## config.mk

```make
export PLATFORM = sky130hd
export DESIGN_NAME = rf_write_sched_flat
export DESIGN_NICKNAME = d
export VERILOG_FILES = /design/src/rtl/rf_sched_pkg.sv /design/src/rtl/rf_write_sched_if.sv /design/src/rtl/rr_arb2.sv /design/src/rtl/rf_write_sched.sv /design/src/flat_wrapper.sv
export SDC_FILE = /design/constraint.sdc
export NUM_CORES = 1
export LEC_CHECK = 0
export CORE_ASPECT_RATIO = 1.2
export CORE_MARGIN = 4
export CORE_UTILIZATION = 41
export DETAILED_ROUTE_END_ITERATION = 16
export HOLD_SLACK_MARGIN = 0.03
export PLACE_DENSITY = 0.86
export SETUP_SLACK_MARGIN = 0.3
export SYNTH_ARGS = -nofsm -noshare
export SYNTH_HDL_FRONTEND = slang
export SYNTH_SLANG_ARGS = --single-unit
```

## constraint.sdc

```tcl
create_clock -name clk -period 2.4 [get_ports clk]
set_input_delay 0.36 -clock clk [delete_from_list [all_inputs] [get_ports clk]]
set_output_delay 0.36 -clock clk [all_outputs]
set_load 0.005 [all_outputs]
```

## src/rtl/rf_sched_pkg.sv

```systemverilog
// Shared types and constants for the register-file write-port scheduler.
// R8 belongs to the input port; R9/R10 hold the saved PC (low/high half).
package rf_sched_pkg;

  localparam int DATA_W = 16;
  localparam int ADDR_W = 4;
  localparam int PC_W   = 32;

  typedef enum logic {
    IDLE,
    SAVE_HI
  } state_t;

  localparam logic [ADDR_W-1:0] INPORT_REG = 4'd8;
  localparam logic [ADDR_W-1:0] PC_LO_REG  = 4'd9;
  localparam logic [ADDR_W-1:0] PC_HI_REG  = 4'd10;

  function automatic logic is_inport(input logic [ADDR_W-1:0] addr);
    return addr == INPORT_REG;
  endfunction

endpackage

```

## src/rtl/rf_write_sched_if.sv

```systemverilog
// Write-back request streams, PC-save request and register-file write port.
// Handshake: a transfer happens in a cycle where valid && ready; ready never
// looks at the same source's valid, and valid stays up until its transfer.
interface rf_write_sched_if;
  import rf_sched_pkg::*;

  logic              alu_valid;
  logic              alu_ready;
  logic [ADDR_W-1:0] alu_addr;
  logic [DATA_W-1:0] alu_data;
  logic              mem_valid;
  logic              mem_ready;
  logic [ADDR_W-1:0] mem_addr;
  logic [DATA_W-1:0] mem_data;
  logic              pc_save_req;
  logic [PC_W-1:0]   pc_value;
  logic              pc_save_ack;
  logic              rf_we;
  logic [ADDR_W-1:0] rf_waddr;
  logic [DATA_W-1:0] rf_wdata;
  logic              ro_err;
  logic              busy;
  state_t            state;

  modport master (
    output alu_valid, alu_addr, alu_data,
    output mem_valid, mem_addr, mem_data,
    output pc_save_req, pc_value,
    input  alu_ready, mem_ready, pc_save_ack,
    input  rf_we, rf_waddr, rf_wdata, ro_err, busy, state
  );

  modport slave (
    input  alu_valid, alu_addr, alu_data,
    input  mem_valid, mem_addr, mem_data,
    input  pc_save_req, pc_value,
    output alu_ready, mem_ready, pc_save_ack,
    output rf_we, rf_waddr, rf_wdata, ro_err, busy, state
  );

endinterface

```

## src/rtl/rr_arb2.sv

```systemverilog
// Two-way round-robin arbiter; bit 0 = ALU, bit 1 = MEM.
// A grant bit depends only on the other requester and the pointer.
module rr_arb2 (
  input  logic       clk,
  input  logic       rst,
  input  logic [1:0] req_i,
  input  logic       advance_i,
  output logic [1:0] grant_o
);

  logic rr_q;
  logic rr_d;
  logic [1:0] won;

  assign grant_o[0] = (rr_q == 1'b0) || !req_i[1];
  assign grant_o[1] = (rr_q == 1'b1) || !req_i[0];
  assign won        = req_i & grant_o;

  always_comb begin
    rr_d = rr_q;
    if (advance_i && won[0]) begin
      rr_d = 1'b1;
    end else if (advance_i && won[1]) begin
      rr_d = 1'b0;
    end
  end

  always_ff @(posedge clk) begin
    if (rst) begin
      rr_q <= 1'b0;
    end else begin
      rr_q <= rr_d;
    end
  end

endmodule

```

## src/rtl/rf_write_sched.sv

```systemverilog
// Shares the register file's single write port between ALU write-back,
// load write-back and the two-cycle PC save into R10:R9.
module rf_write_sched
  import rf_sched_pkg::*;
(
  input logic            clk,
  input logic            rst,
  rf_write_sched_if.slave bus
);

  state_t            state_q;
  logic              rf_we_q;
  logic [ADDR_W-1:0] rf_waddr_q;
  logic [DATA_W-1:0] rf_wdata_q;
  logic [DATA_W-1:0] hi_buf_q;
  logic              ro_err_q;

  logic [1:0]        grant;
  logic              stream_open;
  logic              alu_hs;
  logic              mem_hs;
  logic [ADDR_W-1:0] src_addr_d;
  logic [DATA_W-1:0] src_data_d;

  // Streams are only offered the port in IDLE with no pending PC save.
  assign stream_open = !rst && (state_q == IDLE) && !bus.pc_save_req;

  rr_arb2 u_arb (
    .clk       (clk),
    .rst       (rst),
    .req_i     ({bus.mem_valid, bus.alu_valid}),
    .advance_i (stream_open),
    .grant_o   (grant)
  );

  assign bus.alu_ready = stream_open && grant[0];
  assign bus.mem_ready = stream_open && grant[1];
  assign alu_hs        = bus.alu_valid && bus.alu_ready;
  assign mem_hs        = bus.mem_valid && bus.mem_ready;

  always_comb begin
    src_addr_d = bus.mem_addr;
    src_data_d = bus.mem_data;
    if (alu_hs) begin
      src_addr_d = bus.alu_addr;
      src_data_d = bus.alu_data;
    end
  end

  always_ff @(posedge clk) begin
    if (rst) begin
      state_q    <= IDLE;
      rf_we_q    <= 1'b0;
      rf_waddr_q <= '0;
      rf_wdata_q <= '0;
      hi_buf_q   <= '0;
      ro_err_q   <= 1'b0;
    end else begin
      ro_err_q <= 1'b0;
      rf_we_q  <= 1'b0;
      case (state_q)
        IDLE: begin
          if (bus.pc_save_req) begin
            hi_buf_q   <= bus.pc_value[PC_W-1:DATA_W];
            rf_we_q    <= 1'b1;
            rf_waddr_q <= PC_LO_REG;
            rf_wdata_q <= bus.pc_value[DATA_W-1:0];
            state_q    <= SAVE_HI;
          end else if (alu_hs || mem_hs) begin
            // R8 writes are swallowed: the handshake completes, the port idles.
            if (is_inport(src_addr_d)) begin
              ro_err_q <= 1'b1;
            end else begin
              rf_we_q    <= 1'b1;
              rf_waddr_q <= src_addr_d;
              rf_wdata_q <= src_data_d;
            end
          end
        end
        SAVE_HI: begin
          rf_we_q    <= 1'b1;
          rf_waddr_q <= PC_HI_REG;
          rf_wdata_q <= hi_buf_q;
          state_q    <= IDLE;
        end
        default: state_q <= IDLE;
      endcase
    end
  end

  assign bus.pc_save_ack = !rst && (state_q == SAVE_HI);
  assign bus.rf_we       = rf_we_q;
  assign bus.rf_waddr    = rf_waddr_q;
  assign bus.rf_wdata    = rf_wdata_q;
  assign bus.ro_err      = ro_err_q;
  assign bus.busy        = (state_q != IDLE) || rf_we_q;
  assign bus.state       = state_q;

endmodule

```

## src/flat_wrapper.sv

```systemverilog
// flat-port wrapper written by rule: the top's interface ports become plain ports
module rf_write_sched_flat import rf_sched_pkg::*;
  (clk, rst, bus_alu_valid, bus_alu_addr, bus_alu_data, bus_mem_valid, bus_mem_addr, bus_mem_data, bus_pc_save_req, bus_pc_value, bus_alu_ready, bus_mem_ready, bus_pc_save_ack, bus_rf_we, bus_rf_waddr, bus_rf_wdata, bus_ro_err, bus_busy, bus_state);
  rf_write_sched_if bus_i ();
  input logic clk;
  input logic rst;
  input wire logic [$bits(bus_i.alu_valid)-1:0] bus_alu_valid;
  input wire logic [$bits(bus_i.alu_addr)-1:0] bus_alu_addr;
  input wire logic [$bits(bus_i.alu_data)-1:0] bus_alu_data;
  input wire logic [$bits(bus_i.mem_valid)-1:0] bus_mem_valid;
  input wire logic [$bits(bus_i.mem_addr)-1:0] bus_mem_addr;
  input wire logic [$bits(bus_i.mem_data)-1:0] bus_mem_data;
  input wire logic [$bits(bus_i.pc_save_req)-1:0] bus_pc_save_req;
  input wire logic [$bits(bus_i.pc_value)-1:0] bus_pc_value;
  output wire logic [$bits(bus_i.alu_ready)-1:0] bus_alu_ready;
  output wire logic [$bits(bus_i.mem_ready)-1:0] bus_mem_ready;
  output wire logic [$bits(bus_i.pc_save_ack)-1:0] bus_pc_save_ack;
  output wire logic [$bits(bus_i.rf_we)-1:0] bus_rf_we;
  output wire logic [$bits(bus_i.rf_waddr)-1:0] bus_rf_waddr;
  output wire logic [$bits(bus_i.rf_wdata)-1:0] bus_rf_wdata;
  output wire logic [$bits(bus_i.ro_err)-1:0] bus_ro_err;
  output wire logic [$bits(bus_i.busy)-1:0] bus_busy;
  output wire logic [$bits(bus_i.state)-1:0] bus_state;
  assign bus_i.alu_valid = bus_alu_valid;
  assign bus_i.alu_addr = bus_alu_addr;
  assign bus_i.alu_data = bus_alu_data;
  assign bus_i.mem_valid = bus_mem_valid;
  assign bus_i.mem_addr = bus_mem_addr;
  assign bus_i.mem_data = bus_mem_data;
  assign bus_i.pc_save_req = bus_pc_save_req;
  assign bus_i.pc_value = bus_pc_value;
  assign bus_alu_ready = bus_i.alu_ready;
  assign bus_mem_ready = bus_i.mem_ready;
  assign bus_pc_save_ack = bus_i.pc_save_ack;
  assign bus_rf_we = bus_i.rf_we;
  assign bus_rf_waddr = bus_i.rf_waddr;
  assign bus_rf_wdata = bus_i.rf_wdata;
  assign bus_ro_err = bus_i.ro_err;
  assign bus_busy = bus_i.busy;
  assign bus_state = bus_i.state;
  rf_write_sched u_core (.clk(clk), .rst(rst), .bus(bus_i));
endmodule
```

==> metrics <==
run status finished, final reports clean; iteration count of the initial detailed-routing pass 5; DRC violation count after routing 0; Post-Place Setup Slack -25.9 ps; Synth cell types 36; leading cell type in the layout, fill and taps excluded sky130_fd_sc_hd__clkdlybuf4s50_1; launching element type of the critical path input pin; classification of the worst-slack hold path input pin to flip-flop; Max Cap Viol 0; Max Root-Sink Buffers 2; number of port buffers a little over 100; Post-synth ARST share 0%; number of nets with antenna violations after routing 0; fill count between 400 and 500; final net count approximately 420; Synth-to-Final Area Change 58.6%; startpoint-to-endpoint class of the critical path input pin to flip-flop; vias 2407; Hold Fails Final Rpt 0; Syn. warnings 0; CTS buffer count 5; aggregate global-route resource usage 22.3%; EDFF count, synth 0; slack of the critical path between 300 and 400 ps; TritonCTS clock tree done; per-cell via count in the routed design 5.91; Initial DRC Count around 270; cell at the root of the clock tree sky130_fd_sc_hd__clkbuf_8; remaining global-route overflow 0; vertical die dimension ~88 um; clock latency of the later-clocked register in the worst-skew pair roughly 300 ps; register area share after synthesis 36.8%; number of buffers inserted by hold repair at cts 0; required time of the critical path between 2000 and 3000 ps; Mapped Area approximately 2200 um2; routability cong. 0.903; number of global-route vias before repair between 2000 and 2500; areal power density over the cells approximately 520 nW/um2; DRT Wirelength 7430 um; Mean Syn Cell Area about 9.0 um2; final max-slew violation count 0; clk_skew 8.28 ps; RSZ-0062 raised after global routing yes; longest individual stage delay on the worst path between 400 and 500 ps; worst slew margin relative to its limit between 50% and 60%; Crit path top cell by count sky130_fd_sc_hd__buf_4; Non-Filler Cell Area, Final 3450 um2; total of flip-flops plus latches after synthesis 40; clock-pin slew on the worst setup and hold paths ~70 ps; category of the worst setup path capture point flip-flop; largest vdd supply drop roughly 380 uV; Sink Count 40; commonest cells after routing, fill and taps aside sky130_fd_sc_hd__clkdlybuf4s50_1, sky130_fd_sc_hd__dfxtp_1, sky130_fd_sc_hd__nand2_1, sky130_fd_sc_hd__a311oi_1, sky130_fd_sc_hd__buf_4; signal arrival time at the worst endpoint between 2000 and 2500 ps; peak clock frequency supported by timing approximately 480 MHz; sum of net half-perimeters after detailed placement 5470 um; transition time at the pin with the least slew margin roughly 710 ps; starting density of the core 43.1%; most used flip-flop cell after synthesis sky130_fd_sc_hd__dfxtp_1; chain of cells forming the critical path clkdlybuf4s50_1 > a2111o_1 > clkinv_2 > buf_4 > buf_4 > nand3_4 > buf_12 > a31oi_2 > mux2i_1; Static Leak around 1.4 nW; antenna violations before repair 0; proportion of layout cells with a drive suffix above 1 about 17%; total power consumption of the routed design 1.78 mW; post-route clock period utilization between 80% and 90%; wire length of the first global-routing pass about 11000 um; post-detailed-placement cell area 3240 um2; highest net fanout along the worst path 19; Worst path slowest cell sky130_fd_sc_hd__clkdlybuf4s50_1; area of the die approximately 6500 um2; placement row count 28; WL per Instance ~18 um; largest net degree at the start of global routing 37; number of setup violations in the final report 0; total I/O pin count around 100; maximum level of the CTS H-tree 2; placeable core region ~5000 um2; number of diodes 0; synthesized netlist cell count around 240; fin crit period between 2000 and 2500 ps; post-synthesis net count 319; die extent in x between 70 and 80 um
## logic make-up (layout without fill, tap and decap cells)
family / Yosys count / count (layout) / synth area share [%]
flops: 40 / 40 / 36.8
compound gates: 92 / 92 / 35.4
buf+inv: 35 / 140 / 9.84
simple gates: 72 / 72 / 16.5
mux: 3 / 3 / 1.38
## state kept, by name (all words and copies together) (netlist names)
signal and flops:
u_core.bus.rf_we 1, u_core.bus.ro_err 1, u_core.bus.rf_waddr 4, u_core.u_arb.rr_q 1, u_core.bus.rf_wdata 16, u_core.bus.state 1, u_core.hi_buf_q 16
## power breakdown
part | switching [mW] | internal, mW | leakage (nW)
Clock | 0.239 | 0.309 | 0.0552
Sequential | 0.0334 | 0.715 | 0.331
Combinational | 0.194 | 0.287 | 0.968
Total | 0.466 | 1.31 | 1.35
## layer usage
layer	GRT usage [%]	share of wire, %
met5	0	0
met1	27.6	39
met2	35.8	50
met4	11.3	3.9
met3	5.17	7.4
## area by class of cell
cell class                 instances  area (um2)  share of cell area, %
timing repair buffer             127        1230                   35.6
inverter                           5        20.0                  0.580
clock buffer                       6        72.6                   2.10
multi-input combinational        167        1220                   35.3
sequential                        40         802                   23.2
clock inverter                     2        35.0                   1.02
tap                               60        75.1                   2.18
## cells in the mapped netlist (2+ instances only)
master / number / share of area (%)
sky130_fd_sc_hd__buf_6: 7 / 3.6
sky130_fd_sc_hd__nor2_1: 7 / 1.2
sky130_fd_sc_hd__clkbuf_1: 14 / 2.4
sky130_fd_sc_hd__buf_4: 2 / 0.69
sky130_fd_sc_hd__nor3_1: 2 / 0.46
sky130_fd_sc_hd__or2_2: 2 / 0.58
sky130_fd_sc_hd__inv_1: 4 / 0.69
sky130_fd_sc_hd__nand2_1: 34 / 5.9
sky130_fd_sc_hd__dfxtp_1: 40 / 37
sky130_fd_sc_hd__nor2b_1: 2 / 0.58
sky130_fd_sc_hd__a21oi_1: 17 / 3.9
sky130_fd_sc_hd__a2111o_1: 2 / 1.0
sky130_fd_sc_hd__mux2i_1: 3 / 1.4
sky130_fd_sc_hd__buf_1: 2 / 0.35
sky130_fd_sc_hd__a22o_1: 15 / 6.0
sky130_fd_sc_hd__a211oi_2: 10 / 5.8
sky130_fd_sc_hd__and3_1: 17 / 4.9
sky130_fd_sc_hd__nor4b_1: 2 / 0.81
sky130_fd_sc_hd__buf_2: 4 / 0.92
sky130_fd_sc_hd__a311oi_1: 34 / 14
sky130_fd_sc_hd__a211oi_1: 7 / 2.4
## final timing paths
path	cells past startpoint	start	slack (ps)	to
worst min register to register	2	u_core.hi_buf_q[10]	460	u_core.hi_buf_q[10]
worst max-delay path	9	bus_pc_save_req	300	u_core.bus.rf_waddr[0]
worst max register to register	8	u_core.bus.state	380	u_core.bus.rf_waddr[0]
worst min-delay path	2	rst	410	u_core.bus.rf_wdata[15]
## through the flow
step	cells	setup TNS [ps]	hold WS [ps]	util (%)
after floorplan	242	0	437	-
after global placement	394	0	443	64.2
after detailed placement	394	-25.9	448	64.2
after CTS	406	0	387	67.3
after global routing	407	0	417	68.4
final	407	0	415	68.4
## worst max-delay path, delay by kind of cell
kind            cells  cell delay (ps)
simple gates        1               90
buf+inv             5              980
mux                 1              240
compound gates      2              650
## what timing repair did
action / in CTS / in global routing
gates resized for setup: 6 / 10
buffers inserted: 4 / 0
gates cloned: 0 / 1
endpoints found under the setup margin: 5 / 22
pin swaps: 1 / 3
(Power assumes the default switching activity.)
